==> src/rtl/jukebox_pkg.sv <==
// Shared types and defaults for the jukebox playback path.
// The pacer FSM encoding is exported so benches and checkers can decode it.
package jukebox_pkg;

    typedef enum logic [1:0] {
        IDLE = 2'd0,
        REQ  = 2'd1,
        WAIT = 2'd2,
        HOLD = 2'd3
    } pacer_state_t;

    localparam logic [22:0] SONG_START_DEF = 23'h000000;
    localparam logic [22:0] SONG_END_DEF   = 23'h07FFFF;

endpackage

==> src/rtl/playback_pacer_if.sv <==
// Song-memory read port between the pacer (master) and song memory (slave).
// Handshake: mem_req rises with mem_addr stable and stays high until mem_ack; mem_ack is a one-cycle strobe, meaningful only while mem_req=1, with mem_data valid in that cycle.
interface playback_pacer_if #(
    parameter int ADDR_W = 23,
    parameter int DATA_W = 16
);
    logic              mem_req;
    logic [ADDR_W-1:0] mem_addr;
    logic              mem_ack;
    logic [DATA_W-1:0] mem_data;

    modport master (output mem_req, output mem_addr, input mem_ack, input mem_data);
    modport slave  (input mem_req, input mem_addr, output mem_ack, output mem_data);
endinterface

==> src/rtl/playback_pacer_tick_divider.sv <==
// Sample-period divider: latches a floored divisor and emits one tick every div_eff running clocks.
// The divisor is re-latched only at reset release and on each tick, so a new div_in applies from the next period.
module tick_divider #(
    parameter int unsigned MIN_DIV = 2
) (
    input  logic        clk,
    input  logic        rst,
    input  logic [31:0] div_in,
    input  logic        play_en,
    input  logic        clr,
    output logic        tick
);
    logic [31:0] div_q;
    logic [31:0] count;
    logic [31:0] div_eff;
    logic        load_pend;

    assign div_eff = (div_in < 32'(MIN_DIV)) ? 32'(MIN_DIV) : div_in;
    // clr (restart) outranks a coinciding tick so no sample is emitted.
    assign tick    = play_en && !clr && (count == div_q - 32'd1);

    always_ff @(posedge clk) begin
        if (rst) begin
            count     <= 32'd0;
            div_q     <= 32'(MIN_DIV);
            load_pend <= 1'b1;
        end else begin
            load_pend <= 1'b0;
            if (load_pend || tick) begin
                div_q <= div_eff;
            end
            if (clr || tick) begin
                count <= 32'd0;
            end else if (play_en) begin
                count <= count + 32'd1;
            end
        end
    end
endmodule

==> src/rtl/playback_pacer.sv <==
// Paces audio samples at one per divider period and prefetches the next sample from song memory between ticks.
// Walks the song address forward or backward with wrap, handles pause, restart and sticky underrun.
module playback_pacer
    import jukebox_pkg::*;
#(
    parameter int              ADDR_W     = 23,
    parameter int              DATA_W     = 16,
    parameter logic [ADDR_W-1:0] SONG_START = SONG_START_DEF,
    parameter logic [ADDR_W-1:0] SONG_END   = SONG_END_DEF,
    parameter int unsigned     MIN_DIV    = 2
) (
    input  logic               clk,
    input  logic               rst,
    input  logic [31:0]        div_in,
    input  logic               play_en,
    input  logic               dir_rev,
    input  logic               restart,
    playback_pacer_if.master   mem,
    output logic [DATA_W-1:0]  sample_out,
    output logic               sample_valid,
    output logic               underrun,
    output pacer_state_t       fsm_state
);
    pacer_state_t      state_q, state_n;
    logic              req_q, req_n;
    logic [ADDR_W-1:0] addr_q, addr_n;
    logic              pend_q, pend_n;
    logic [ADDR_W-1:0] pend_addr_q, pend_addr_n;
    logic [DATA_W-1:0] pref_q, pref_n;
    logic [DATA_W-1:0] samp_q, samp_n;
    logic              sv_q, sv_n;
    logic              und_q, und_n;
    logic              tick;
    logic              ack;
    logic [ADDR_W-1:0] restart_addr;

    tick_divider #(.MIN_DIV(MIN_DIV)) u_div (
        .clk     (clk),
        .rst     (rst),
        .div_in  (div_in),
        .play_en (play_en),
        .clr     (restart),
        .tick    (tick)
    );

    assign ack          = mem.mem_ack && req_q;
    assign restart_addr = dir_rev ? SONG_END : SONG_START;

    function automatic logic [ADDR_W-1:0] step_addr(input logic [ADDR_W-1:0] a, input logic rev);
        if (rev) begin
            return (a == SONG_START) ? SONG_END : a - ADDR_W'(1);
        end
        return (a == SONG_END) ? SONG_START : a + ADDR_W'(1);
    endfunction

    always_comb begin
        state_n     = state_q;
        req_n       = req_q;
        addr_n      = addr_q;
        pend_n      = pend_q;
        pend_addr_n = pend_addr_q;
        pref_n      = pref_q;
        samp_n      = samp_q;
        sv_n        = 1'b0;
        und_n       = restart ? 1'b0 : und_q;
        case (state_q)
            IDLE: begin
                if (restart) addr_n = restart_addr;
                state_n = REQ;
            end
            REQ: begin
                req_n   = 1'b1;
                state_n = WAIT;
                if (restart) begin
                    pend_n      = 1'b1;
                    pend_addr_n = restart_addr;
                end else if (tick) begin
                    und_n = 1'b1;
                    sv_n  = 1'b1;
                end
            end
            WAIT: begin
                if (restart) begin
                    if (ack) begin
                        // Restart coincides with completion: drop the data and refetch at once.
                        req_n   = 1'b0;
                        pend_n  = 1'b0;
                        addr_n  = restart_addr;
                        state_n = REQ;
                    end else begin
                        pend_n      = 1'b1;
                        pend_addr_n = restart_addr;
                    end
                end else begin
                    if (tick) begin
                        und_n = 1'b1;
                        sv_n  = 1'b1;
                    end
                    if (ack) begin
                        req_n = 1'b0;
                        if (pend_q) begin
                            pend_n  = 1'b0;
                            addr_n  = pend_addr_q;
                            state_n = REQ;
                        end else begin
                            pref_n  = mem.mem_data;
                            state_n = HOLD;
                        end
                    end
                end
            end
            HOLD: begin
                if (restart) begin
                    addr_n  = restart_addr;
                    pref_n  = '0;
                    state_n = REQ;
                end else if (tick) begin
                    samp_n  = pref_q;
                    sv_n    = 1'b1;
                    addr_n  = step_addr(addr_q, dir_rev);
                    state_n = REQ;
                end
            end
            default: state_n = IDLE;
        endcase
    end

    always_ff @(posedge clk) begin
        if (rst) begin
            state_q     <= IDLE;
            req_q       <= 1'b0;
            addr_q      <= SONG_START;
            pend_q      <= 1'b0;
            pend_addr_q <= SONG_START;
            pref_q      <= '0;
            samp_q      <= '0;
            sv_q        <= 1'b0;
            und_q       <= 1'b0;
        end else begin
            state_q     <= state_n;
            req_q       <= req_n;
            addr_q      <= addr_n;
            pend_q      <= pend_n;
            pend_addr_q <= pend_addr_n;
            pref_q      <= pref_n;
            samp_q      <= samp_n;
            sv_q        <= sv_n;
            und_q       <= und_n;
        end
    end

    assign mem.mem_req   = req_q;
    assign mem.mem_addr  = addr_q;
    assign sample_out    = samp_q;
    assign sample_valid  = sv_q;
    assign underrun      = und_q;
    assign fsm_state     = state_q;
endmodule

==> src/flat_wrapper.sv <==
// flat-port wrapper written by rule: the top's interface ports become plain ports
module playback_pacer_flat import jukebox_pkg::*;
#(
    parameter int              ADDR_W     = 23,
    parameter int              DATA_W     = 16,
    parameter logic [ADDR_W-1:0] SONG_START = SONG_START_DEF,
    parameter logic [ADDR_W-1:0] SONG_END   = SONG_END_DEF,
    parameter int unsigned     MIN_DIV    = 2
)
  (clk, rst, div_in, play_en, dir_rev, restart, sample_out, sample_valid, underrun, fsm_state, mem_mem_req, mem_mem_addr, mem_mem_ack, mem_mem_data);
  playback_pacer_if #(.ADDR_W(ADDR_W), .DATA_W(DATA_W)) mem_i ();
  input  logic clk;
  input  logic rst;
  input  logic [31:0] div_in;
  input  logic play_en;
  input  logic dir_rev;
  input  logic restart;
  output logic [DATA_W-1:0] sample_out;
  output logic sample_valid;
  output logic underrun;
  output pacer_state_t fsm_state;
  output wire logic [$bits(mem_i.mem_req)-1:0] mem_mem_req;
  output wire logic [$bits(mem_i.mem_addr)-1:0] mem_mem_addr;
  input wire logic [$bits(mem_i.mem_ack)-1:0] mem_mem_ack;
  input wire logic [$bits(mem_i.mem_data)-1:0] mem_mem_data;
  assign mem_mem_req = mem_i.mem_req;
  assign mem_mem_addr = mem_i.mem_addr;
  assign mem_i.mem_ack = mem_mem_ack;
  assign mem_i.mem_data = mem_mem_data;
  playback_pacer #(.ADDR_W(ADDR_W), .DATA_W(DATA_W), .SONG_START(SONG_START), .SONG_END(SONG_END), .MIN_DIV(MIN_DIV)) u_core (.clk(clk), .rst(rst), .div_in(div_in), .play_en(play_en), .dir_rev(dir_rev), .restart(restart), .mem(mem_i), .sample_out(sample_out), .sample_valid(sample_valid), .underrun(underrun), .fsm_state(fsm_state));
endmodule
==> config.mk <==
export PLATFORM = sky130hd
export DESIGN_NAME = playback_pacer_flat
export DESIGN_NICKNAME = d
export VERILOG_FILES = /design/src/rtl/jukebox_pkg.sv /design/src/rtl/playback_pacer_if.sv /design/src/rtl/playback_pacer_tick_divider.sv /design/src/rtl/playback_pacer.sv /design/src/flat_wrapper.sv
export SDC_FILE = /design/constraint.sdc
export NUM_CORES = 1
export LEC_CHECK = 0
export CAP_MARGIN = 0
export CORE_UTILIZATION = 40
export DETAILED_ROUTE_END_ITERATION = 7
export HOLD_SLACK_MARGIN = 0.08
export PLACE_DENSITY_LB_ADDON = 0.2
export SLEW_MARGIN = 20
export SYNTH_ARGS = -nofsm -noshare
export SYNTH_HDL_FRONTEND = slang
export SYNTH_SLANG_ARGS = --single-unit
export TNS_END_PERCENT = 10
==> constraint.sdc <==
create_clock -name clk -period 5.4 [get_ports clk]
set_input_delay 0.54 -clock clk [delete_from_list [all_inputs] [get_ports clk]]
set_output_delay 0.54 -clock clk [all_outputs]
set_load 0.05 [all_outputs]
==> impl_results.md <==
- Status: completed
- Maximum VDD drop: 0.234 mV
- Post-Place Cells: 1351
- Gr usage total: 0.219
- Seq/Total Area, Yosys: 0.306
- Clock Skew: 0.0117 ns
- Critical path endpoint category: flip-flop
- Synth Flop Type: dfxtp_1
- Max Buffers Root-to-Sink: 2
- Worst-path clk slew: 0.06 ns
- Fmax: 230 MHz
- Leak: 3.52 nW
- First-pass GRT wire length: 38000 µm
- Total CTS buffers: 17
- Cell Area, Synth: 0.00831 mm²
- Die X-Extent: 146 µm
- Fin cells: 1383
- Vias: 7838
- Initial detailed-routing violation count: 592
- FP Rows: 52
- GRT busiest layer: met2
- Maxcap violations: 0
- Met3 Use GR: 0.0397
- Commonest cells post-synth: dfxtp_1 (127), nand2_1 (116), nor2_1 (108), a21oi_1 (78), clkbuf_1 (71)
- RD Place Congestion: 0.877
- Reg-to-Reg Start: u_core.u_div.div_q[4]
- Synth top area share: 0.306
- Final setup fails: 0
- Most frequent cell after synthesis: dfxtp_1
- Worst Setup EP: u_core.mem.mem_addr[3]
- Layout Nets: 1163
- Share of layout cells above drive strength 1: 0.0952
- Area contributors post-synth: dfxtp_1 (31%), xnor2_1 (5.6%), nand2_1 (5.2%)
- Vias per inst: 5.67
- CP arrival: 4.69 ns
- Slew margin rel.: 0.301
- Syn_nets: 1121
- M2 GR Usage: 0.381
- Vias in the first global route: 7366
- Hold WC Path Type: flip-flop to flip-flop
- Port-buffer cells: 97
- Drt wl/cell: 16.8 µm
- Crit-path max FO: 19
- Synth cell types: 72
- Final Cycle Share: 0.806
- Drt first pass iters: 5
- Post_cts resized: 0
- Fin Hold WS: 0.468 ns
- Setup Buffers After CTS: 0
- CTS Hold Bufs: 0
- Die area: 0.0213 mm²
- Worst EP required: 5.74 ns
- Drt total wl: 23300 µm
- FF+latch count, synth: 127
- Avg Inst Size Synth: 7.85 µm²
- Largest net degree at the start of global routing: 87
- Area of the core: 0.0203 mm²
- Hpwl dp: 16300 µm
- Setup crit start kind: flip-flop
- Initial Util: 0.409
- Final Max Slew Viols: 0
- Kind of critical path: flip-flop to flip-flop
- Grt ovf: 0
- Antenna Diode Count: 0
- Synthesis-to-layout area growth: 20.4%
- EDFF count, synth: 0
- Worst Reg-to-Reg Cells: 8
- Worst Setup SP: u_core.u_div.div_q[4]
- CTS Root Cell: clkbuf_16
- CTS Sinks: 127
- Post-synth top area cell: dfxtp_1
- Clk_lat worst skew: 0.43 ns
- ANT nets after route: 0
- Post-place setup slack: 1.06 ns
- Final Hold Fails: 0
- Final worst-path setup slack: 1.05 ns
- Reg2reg end: u_core.mem.mem_addr[3]
- Post-layout minimum cycle time: 4.35 ns
- Synth async-reset ratio: 0
- Initial antenna violation count: 0
- Pwr dens: 297 mW/mm²
- Pwr Total: 0.00297 W
- I/O pin count: 98
- CTS tree: done
- Worst-Margin Slew: 1.04 ns
- Die Span Y: 146 µm
- Setup_tns: 0 ns
- R2R Setup Slk: 1.05 ns
- Met1 GRT Util: 0.275
- Cells after synthesis: 1058
- Ys Warns: 0
- Htree depth: 4
- RSZ-0062 raised after global routing: false
- DRC viols: 0
## where the power goes
part | total (W) | internal (W) | switching, W
registers | 0.00111 | 0.000991 | 0.000119
logic | 0.000711 | 0.000284 | 0.000427
clock network | 0.00115 | 0.000665 | 0.000481
total | 0.00297 | 0.00194 | 0.00103
## final cells by class
type,count,area (µm²)
Clock buffer,19,443
Fill cell,2014,10300
Inverter,20,77.6
Multi-Input combinational cell,822,5370
Timing Repair Buffer,112,1080
Clock inverter,13,148
Tap cell,270,338
Sequential cell,127,2540
## layout by cell type (no fill, tap or decap), drive strengths merged, types with 4 or more instances in the layout
cell type and instances:
ha 9, a31oi 9, o211ai 10, a22oi 25, clkdlybuf4s50 97, buf 15, xnor2 53, nand2 116
nor2b 7, a31o 21, o311a 16, nor4 33, inv 27, or4 14, o21ai 22, and4 5
nand3 30, nand2b 8, nand3b 5, nor4b 4, o32ai 4, or2 7, and2 5, a21oi 79
nand4 28, dfxtp 127, mux2i 35, clkbuf 19, xor2 35, a211oi 7, clkinv 5, nor2 108
nor3 41, and3 14, nor3b 20
## sequential cells by signal (all words and copies together) (netlist names)
signal / count
u_core.u_div.count: 32
u_core.u_div.div_q: 32
u_core.mem.mem_addr: 23
u_core.pref_q: 16
u_core.sample_out: 16
u_core.fsm_state: 2
u_core.mem.mem_req: 1
u_core.pend_addr_q: 1
u_core.pend_q: 1
u_core.sample_valid: 1
u_core.u_div.load_pend: 1
u_core.underrun: 1
## logic make-up (layout without fill, tap and decap cells)
logic type,after synthesis,in the layout,share of synthesized area
and+or+nand+nor,454,454,0.287
AOI/OAI and AO/OA,236,236,0.205
DFF,127,127,0.306
buffers and inverters,109,164,0.0535
xor gates and xnor gates,88,88,0.0928
muxes,35,35,0.0422
adders and majority gates,9,9,0.0136
## worst min-delay path by stage
stage                        endpoint              startpoint  cells after the start  slack [ns]
6_report       u_core.pend_addr_q[17]  u_core.pend_addr_q[17]                      2        0.47
5_1_grt        u_core.pend_addr_q[17]  u_core.pend_addr_q[17]                      2        0.49
4_1_cts        u_core.pend_addr_q[17]  u_core.pend_addr_q[17]                      2        0.47
3_5_place_dp   u_core.pend_addr_q[17]  u_core.pend_addr_q[17]                      2        0.46
3_3_place_gp   u_core.pend_addr_q[17]  u_core.pend_addr_q[17]                      2        0.45
2_1_floorplan  u_core.pend_addr_q[17]  u_core.pend_addr_q[17]                      2        0.44
## per-layer routing
| layer | part of all wire | vias up |
|---|---|---|
| met5 | 0 | - |
| met4 | 0.017 | 0 |
| met3 | 0.035 | 30 |
| met2 | 0.49 | 177 |
| met1 | 0.46 | 3682 |
| li1 | - | 3949 |
## critical path, stage by stage (launching register included)
cell     delay [ns]
dfxtp_1        0.40
nor4_4         0.62
nand4_1        0.48
or4_1          0.59
and3_1         0.17
a22oi_1        0.32
nand4_4        0.34
or4_1          1.00
a22oi_1        0.33
## metrics by stage
stage,area [µm²],utilization
after global placement,9390,0.463
after global routing,10000,0.493
after floorplan,8310,-
after detailed placement,9410,0.463
after CTS,10000,0.492
final,10000,0.493
Power figures use the tool's default switching activity.
